===== config.mk =====
export PLATFORM = sky130hd
export DESIGN_NAME = dma_reg_bus_master_flat
export DESIGN_NICKNAME = d
export VERILOG_FILES = /design/src/rtl/dma_reg_bus_master_if.sv /design/src/rtl/dma_reg_bus_master.sv /design/src/flat_wrapper.sv
export SDC_FILE = /design/constraint.sdc
export NUM_CORES = 1
export LEC_CHECK = 0
export ABC_AREA = 1
export CAP_MARGIN = 10
export CORE_MARGIN = 10
export CORE_UTILIZATION = 45
export DETAILED_ROUTE_END_ITERATION = 8
export GPL_TIMING_DRIVEN = 0
export HOLD_SLACK_MARGIN = 0.02
export PLACE_DENSITY_LB_ADDON = 0.1
export SYNTH_ARGS = -nofsm -noshare
export SYNTH_HDL_FRONTEND = slang
export SYNTH_SLANG_ARGS = --single-unit

===== constraint.sdc =====
create_clock -name clk -period 10 [get_ports clk]
set_input_delay 2 -clock clk [delete_from_list [all_inputs] [get_ports clk]]
set_output_delay 2 -clock clk [all_outputs]
set_load 0.1 [all_outputs]

===== src/rtl/dma_reg_bus_master_if.sv =====
// Request/response channels and register-bus signals of the DMA register-bus master.
// The master modport is the DUT view; the slave modport is the environment view.
interface dma_reg_bus_master_if #(
    parameter int unsigned ADDR_W = 32,
    parameter int unsigned DATA_W = 32
);
    logic              req_valid;
    logic              req_ready;
    logic              req_write;
    logic [ADDR_W-1:0] req_addr;
    logic [DATA_W-1:0] req_wdata;
    logic              rsp_valid;
    logic              rsp_ready;
    logic [DATA_W-1:0] rsp_rdata;
    logic              wr_en;
    logic              rd_en;
    logic [ADDR_W-1:0] addr;
    logic [DATA_W-1:0] wdata;
    logic [DATA_W-1:0] rdata;
    logic              busy;

    modport master (
        input  req_valid, req_write, req_addr, req_wdata, rsp_ready, rdata,
        output req_ready, rsp_valid, rsp_rdata, wr_en, rd_en, addr, wdata, busy
    );

    modport slave (
        output req_valid, req_write, req_addr, req_wdata, rsp_ready, rdata,
        input  req_ready, rsp_valid, rsp_rdata, wr_en, rd_en, addr, wdata, busy
    );
endinterface


===== src/rtl/dma_reg_bus_master.sv =====
// DMA register-bus master: queues register requests in a FIFO, issues one-cycle
// bus strobes in order, and returns read data on a valid/ready response channel.
module dma_reg_bus_master #(
    parameter int unsigned ADDR_W     = 32,
    parameter int unsigned DATA_W     = 32,
    parameter int unsigned FIFO_DEPTH = 4,
    parameter int unsigned RD_LATENCY = 1
) (
    input  logic                 clk,
    input  logic                 rst_n,
    dma_reg_bus_master_if.master bus
);
    localparam int unsigned PTR_W = $clog2(FIFO_DEPTH);
    localparam int unsigned CNT_W = PTR_W + 1;
    localparam int unsigned LAT_W = $clog2(RD_LATENCY + 1);

    typedef enum logic [1:0] {IDLE, ISSUE, RD_WAIT, RSP} state_t;

    typedef struct packed {
        logic              write;
        logic [ADDR_W-1:0] addr;
        logic [DATA_W-1:0] wdata;
    } req_t;

    req_t             mem [FIFO_DEPTH];
    logic [PTR_W-1:0] wr_ptr, rd_ptr;
    logic [CNT_W-1:0] count, count_nxt;
    logic             push, pop;
    req_t             head;

    state_t           state, state_nxt;
    logic [LAT_W-1:0] lat_cnt, lat_nxt;

    logic              wr_en_d, rd_en_d, rsp_valid_d, req_ready_d, busy_d;
    logic [ADDR_W-1:0] addr_d;
    logic [DATA_W-1:0] wdata_d, rsp_rdata_d;

    // req_ready is registered from occupancy, so a full FIFO refuses pushes even while popping
    assign push = bus.req_valid && bus.req_ready;
    assign head = mem[rd_ptr];

    always_comb begin
        count_nxt = count + CNT_W'(push) - CNT_W'(pop);
    end

    always_ff @(posedge clk) begin
        if (push) mem[wr_ptr] <= '{write: bus.req_write, addr: bus.req_addr, wdata: bus.req_wdata};
    end

    always_ff @(posedge clk or negedge rst_n) begin
        if (!rst_n) begin
            wr_ptr <= '0;
            rd_ptr <= '0;
            count  <= '0;
        end else begin
            if (push) wr_ptr <= wr_ptr + PTR_W'(1);
            if (pop)  rd_ptr <= rd_ptr + PTR_W'(1);
            count <= count_nxt;
        end
    end

    // State register
    always_ff @(posedge clk or negedge rst_n) begin
        if (!rst_n) begin
            state   <= IDLE;
            lat_cnt <= '0;
        end else begin
            state   <= state_nxt;
            lat_cnt <= lat_nxt;
        end
    end

    // Next state; a strobe is high exactly while in ISSUE, and rd_en tells which kind
    always_comb begin
        state_nxt = state;
        lat_nxt   = lat_cnt;
        pop       = 1'b0;
        case (state)
            IDLE: begin
                if (count != '0) begin
                    pop       = 1'b1;
                    state_nxt = ISSUE;
                end
            end
            ISSUE: begin
                if (bus.rd_en) begin
                    state_nxt = RD_WAIT;
                    lat_nxt   = LAT_W'(RD_LATENCY);
                end else if (count != '0) begin
                    pop = 1'b1;
                end else begin
                    state_nxt = IDLE;
                end
            end
            RD_WAIT: begin
                if (lat_cnt == LAT_W'(1)) state_nxt = RSP;
                else                      lat_nxt   = lat_cnt - LAT_W'(1);
            end
            RSP: begin
                if (bus.rsp_ready) state_nxt = IDLE;
            end
            default: state_nxt = IDLE;
        endcase
    end

    // Next values of the registered outputs
    always_comb begin
        wr_en_d     = pop && head.write;
        rd_en_d     = pop && !head.write;
        addr_d      = pop ? head.addr : '0;
        wdata_d     = (pop && head.write) ? head.wdata : '0;
        rsp_valid_d = bus.rsp_valid;
        rsp_rdata_d = bus.rsp_rdata;
        if (state == RD_WAIT && lat_cnt == LAT_W'(1)) begin
            rsp_valid_d = 1'b1;
            rsp_rdata_d = bus.rdata;
        end
        if (state == RSP && bus.rsp_ready) rsp_valid_d = 1'b0;
        req_ready_d = (count_nxt != CNT_W'(FIFO_DEPTH));
        busy_d      = (count_nxt != '0) || (state_nxt != IDLE);
    end

    always_ff @(posedge clk or negedge rst_n) begin
        if (!rst_n) begin
            bus.wr_en     <= 1'b0;
            bus.rd_en     <= 1'b0;
            bus.addr      <= '0;
            bus.wdata     <= '0;
            bus.rsp_valid <= 1'b0;
            bus.rsp_rdata <= '0;
            bus.req_ready <= 1'b1;
            bus.busy      <= 1'b0;
        end else begin
            bus.wr_en     <= wr_en_d;
            bus.rd_en     <= rd_en_d;
            bus.addr      <= addr_d;
            bus.wdata     <= wdata_d;
            bus.rsp_valid <= rsp_valid_d;
            bus.rsp_rdata <= rsp_rdata_d;
            bus.req_ready <= req_ready_d;
            bus.busy      <= busy_d;
        end
    end
endmodule


===== src/flat_wrapper.sv =====
// flat-port wrapper written by rule: the top's interface ports become plain ports
module dma_reg_bus_master_flat 
#(
    parameter int unsigned ADDR_W     = 32,
    parameter int unsigned DATA_W     = 32,
    parameter int unsigned FIFO_DEPTH = 4,
    parameter int unsigned RD_LATENCY = 1
)
  (clk, rst_n, bus_req_valid, bus_req_write, bus_req_addr, bus_req_wdata, bus_rsp_ready, bus_rdata, bus_req_ready, bus_rsp_valid, bus_rsp_rdata, bus_wr_en, bus_rd_en, bus_addr, bus_wdata, bus_busy);
  dma_reg_bus_master_if #(.ADDR_W(ADDR_W), .DATA_W(DATA_W)) bus_i ();
  input  logic clk;
  input  logic rst_n;
  input wire logic [$bits(bus_i.req_valid)-1:0] bus_req_valid;
  input wire logic [$bits(bus_i.req_write)-1:0] bus_req_write;
  input wire logic [$bits(bus_i.req_addr)-1:0] bus_req_addr;
  input wire logic [$bits(bus_i.req_wdata)-1:0] bus_req_wdata;
  input wire logic [$bits(bus_i.rsp_ready)-1:0] bus_rsp_ready;
  input wire logic [$bits(bus_i.rdata)-1:0] bus_rdata;
  output wire logic [$bits(bus_i.req_ready)-1:0] bus_req_ready;
  output wire logic [$bits(bus_i.rsp_valid)-1:0] bus_rsp_valid;
  output wire logic [$bits(bus_i.rsp_rdata)-1:0] bus_rsp_rdata;
  output wire logic [$bits(bus_i.wr_en)-1:0] bus_wr_en;
  output wire logic [$bits(bus_i.rd_en)-1:0] bus_rd_en;
  output wire logic [$bits(bus_i.addr)-1:0] bus_addr;
  output wire logic [$bits(bus_i.wdata)-1:0] bus_wdata;
  output wire logic [$bits(bus_i.busy)-1:0] bus_busy;
  assign bus_i.req_valid = bus_req_valid;
  assign bus_i.req_write = bus_req_write;
  assign bus_i.req_addr = bus_req_addr;
  assign bus_i.req_wdata = bus_req_wdata;
  assign bus_i.rsp_ready = bus_rsp_ready;
  assign bus_i.rdata = bus_rdata;
  assign bus_req_ready = bus_i.req_ready;
  assign bus_rsp_valid = bus_i.rsp_valid;
  assign bus_rsp_rdata = bus_i.rsp_rdata;
  assign bus_wr_en = bus_i.wr_en;
  assign bus_rd_en = bus_i.rd_en;
  assign bus_addr = bus_i.addr;
  assign bus_wdata = bus_i.wdata;
  assign bus_busy = bus_i.busy;
  dma_reg_bus_master #(.ADDR_W(ADDR_W), .DATA_W(DATA_W), .FIFO_DEPTH(FIFO_DEPTH), .RD_LATENCY(RD_LATENCY)) u_core (.clk(clk), .rst_n(rst_n), .bus(bus_i));
endmodule

==> impl_metrics.py, run 1 <==
metrics = {
    "yosys": {
        "post_synth.cell_area_avg_um2": 11.4,
        "ys_ff_latch": 371,
        "synth_cell_types": 28,
        "synth-edff-count": 260,
        "ys_seq_area_share_pct": 73.1,
        "syn_inst": 1272,
        "synth_fp_nets": 1380,
        "ys_warn_count": 0,
        "synth_ff_type": "edfxtp_1",
        "synth_area_um2": 14500,
        "synthArstFlopShare_pct": 29.9,
    },
    "clock_network": {
        "max-clock-path-buffers": 3,
        "numCtsBuffers": 39,
        "cts_root_buffer": "clkbuf_16",
        "clk_latency_ns": 0.52,
        "ctsHoldBuffers": 0,
        "path_clk_slew_ns": 0.05,
        "cts_resized": 0,
        "post_cts_buffers": 0,
        "cts.sinks": 371,
        "htree_levels": 2,
        "cts_tree": "yes",
    },
    "route": {
        "drc": 0,
        "ant_nets": 0,
        "via_per_inst": 4.69,
        "postRouteWirelength_mm": 33.8,
        "via_count": 9185,
        "routedWlPerCell_um": 17.3,
        "drt-initial-drc-count": 488,
        "firstDrtPassIters": 5,
    },
    "status": {
        "status": "completed",
    },
    "sta": {
        "fin_skew_ns": 0.0131,
        "rsz0062_at_grt": "no",
        "setup_violations": 0,
        "clock.fmax_mhz": 239,
        "slew_headroom_pct": 30.8,
        "setup_tns_ns": 0,
        "hold_slack_ns": 0.466,
        "tightest_slew_ns": 1.04,
        "finalCriticalPeriod_ns": 4.18,
        "maxSlewViolCount": 0,
        "hold_viol": 0,
        "fin_crit_sh_pct": 41.8,
    },
    "worst_hold_path": {
        "hold_start": "u_core.lat_cnt$_DFFE_PN0P_",
        "hold_path.class": "reg -> reg",
    },
    "grt": {
        "track_usage_pct": 17.0,
        "grt_overflow_total": 0,
        "antenna_found_initial": 5,
        "first_global_vias": 9292,
        "grt_max_degree": 74,
        "grt_pass1_wl_mm": 52.3,
    },
    "worst_setup_path": {
        "end_kind": "output pin",
        "crit_arrival_ns": 2.18,
        "path_max_fanout": 2,
        "r2r-start": "u_core.count[1]$_DFF_PN0_",
        "cp.required_ns": 8.00,
        "cp_slowest_cell": "clkdlybuf4s50_1",
        "cp-startpoint": "u_core.bus.req_ready$_DFF_PN1_",
        "slowest_delay_ns": 1.14,
        "path_class": "reg -> out",
        "r2r_setup_slack_ns": 7.65,
        "critPathBufInv": 1,
        "critPathTopFamily": "buffers and inverters",
        "crit_chain": "clkdlybuf4s50_1",
        "cp-start-kind": "flop",
    },
    "floorplan": {
        "row_count": 65,
        "die_h_um": 199,
        "dieArea_um2": 39800,
        "start_util_pct": 45.8,
        "num_io_pins": 202,
        "coreArea_um2": 31600,
        "die_w_um": 199,
    },
    "finish": {
        "multi_input_area_um2": 2710,
        "nets": 1631,
        "syn2layout_area_growth_pct": 27.4,
        "seq_area_um2": 10600,
        "fill_cells": 2620,
        "drive_above_1_share_pct": 7.86,
    },
    "flow_run": {
        "drv_cap": 0,
    },
    "placed_design": {
        "dp_hpwl_mm": 22.1,
        "gp_congestion": 0.753,
        "port_buffers": 201,
    },
}
==> metrics by stage <==
stage / cell area [um^2] / instances / util (%) / setup WS [ns]
floorplan: 14500 / 1272 / - / 4.62
global placement: 17000 / 1875 / 53.7 / 1.54
detailed placement: 17200 / 1884 / 54.4 / 5.66
CTS: 18400 / 1955 / 58.3 / 5.78
global route: 18500 / 1958 / 58.3 / 5.77
finish: 18500 / 1959 / 58.3 / 5.82
==> state kept, by name (all words and copies together), names as in the netlist <==
name,count
u_core.wr_ptr,2
u_core.bus.busy,1
u_core.state,2
u_core.mem,260
u_core.count,3
u_core.rd_ptr,2
u_core.bus.addr,32
u_core.lat_cnt,1
u_core.bus.rsp_valid,1
u_core.bus.wdata,32
u_core.bus.rsp_rdata,32
u_core.bus.wr_en,1
u_core.bus.req_ready,1
u_core.bus.rd_en,1
==> final timing paths <==
path | end | depth (start not counted)
min in group asynchronous | u_core.bus.wdata[18]$_DFF_PN0_ | 1
setup / recovery | bus_req_ready | 1
setup reg to reg | u_core.bus.busy$_DFF_PN0_ | 12
hold reg to reg | u_core.lat_cnt$_DFFE_PN0P_ | 1
max in group asynchronous | u_core.bus.req_ready$_DFF_PN1_ | 2
hold / removal | u_core.lat_cnt$_DFFE_PN0P_ | 1
==> cell usage after synthesis (2+ instances only) <==
library cell / number / area, um^2
nand2_1: 342 / 1280
edfxtp_1: 260 / 7810
inv_1: 213 / 800
dfrtp_1: 110 / 2750
nor2_1: 104 / 390
nand3_1: 68 / 340
o21ai_0: 48 / 240
a21oi_1: 32 / 160
o21ai_1: 19 / 95.1
buf_2: 18 / 90.1
buf_6: 13 / 146
buf_4: 11 / 82.6
clkbuf_1: 11 / 41.3
ha_1: 6 / 75.1
inv_4: 2 / 12.5
nand3b_1: 2 / 15.0
xor2_1: 2 / 17.5
==> cell families after synthesis <==
family,share of synthesized area [%]
XOR/XNOR,0.181
AO/OA/AOI/OAI,3.47
AND/OR/NAND/NOR,14.2
adder cells (fa/ha/maj),0.657
flip-flops,73.1
buffers and inverters,8.39
==> area by class of cell <==
| cell class | instances | share of cell area, % |
|---|---|---|
| diodes | 4 | 0.0542 |
| plain buffers | 56 | 2.16 |
| clock buffers | 58 | 6.28 |
| clock inverters | 13 | 0.386 |
| inverters | 216 | 4.42 |
| multi-input cells | 629 | 14.7 |
| flip-flops and latches | 371 | 57.4 |
| well taps | 402 | 2.73 |
| repair buffers | 210 | 11.9 |
==> per-layer routing <==
layer  share of wire [%]  global-route usage (%)  vias up
met5               0.030                       0        -
met4                 1.8                    5.36        2
met3                 7.0                    4.07       48
met2                  46                    27.5      257
met1                  45                    22.2     4330
li1                    -                       -     4548
==> placed cells by master, fill, tap and decap left out, drive strengths merged <==
cell,n
edfxtp,260
dfrtp,110
o21ai,67
nand2,344
nand3b,2
diode,4
clkdlybuf4s50,200
ha,6
fa,1
a21o,1
a21oi,32
nand3,69
xnor2,1
nor2,104
buf,55
inv,216
clkinvlp,3
clkbuf,69
dfstp,1
xor2,2
clkinv,10
Power of run 1 is not shown: default switching activity piles up to over one toggle a cycle in this logic, so the estimate is an artifact.
==> run 2, diff against run 1 <==
==> constraint.sdc (replaced) <==
create_clock -name clk -period 3.83 [get_ports clk]
set_input_delay 0.766 -clock clk [delete_from_list [all_inputs] [get_ports clk]]
set_output_delay 0.766 -clock clk [all_outputs]
set_load 0.1 [all_outputs]
==> results of run 2 <==
Same layout as run 1 (identical final DEF). Status: completed.
Among the figures that moved: setup slack after placement 5.66 ns -> 0.723 ns; clock-pin slew on the worst setup and hold paths 0.05 ns -> 0.06 ns; setup slack after layout 5.82 ns -> 0.886 ns; hold slack 0.466 ns -> 0.139 ns; register-to-register setup slack 7.65 ns -> 1.48 ns
Power of run 2 is left out for the same reason.
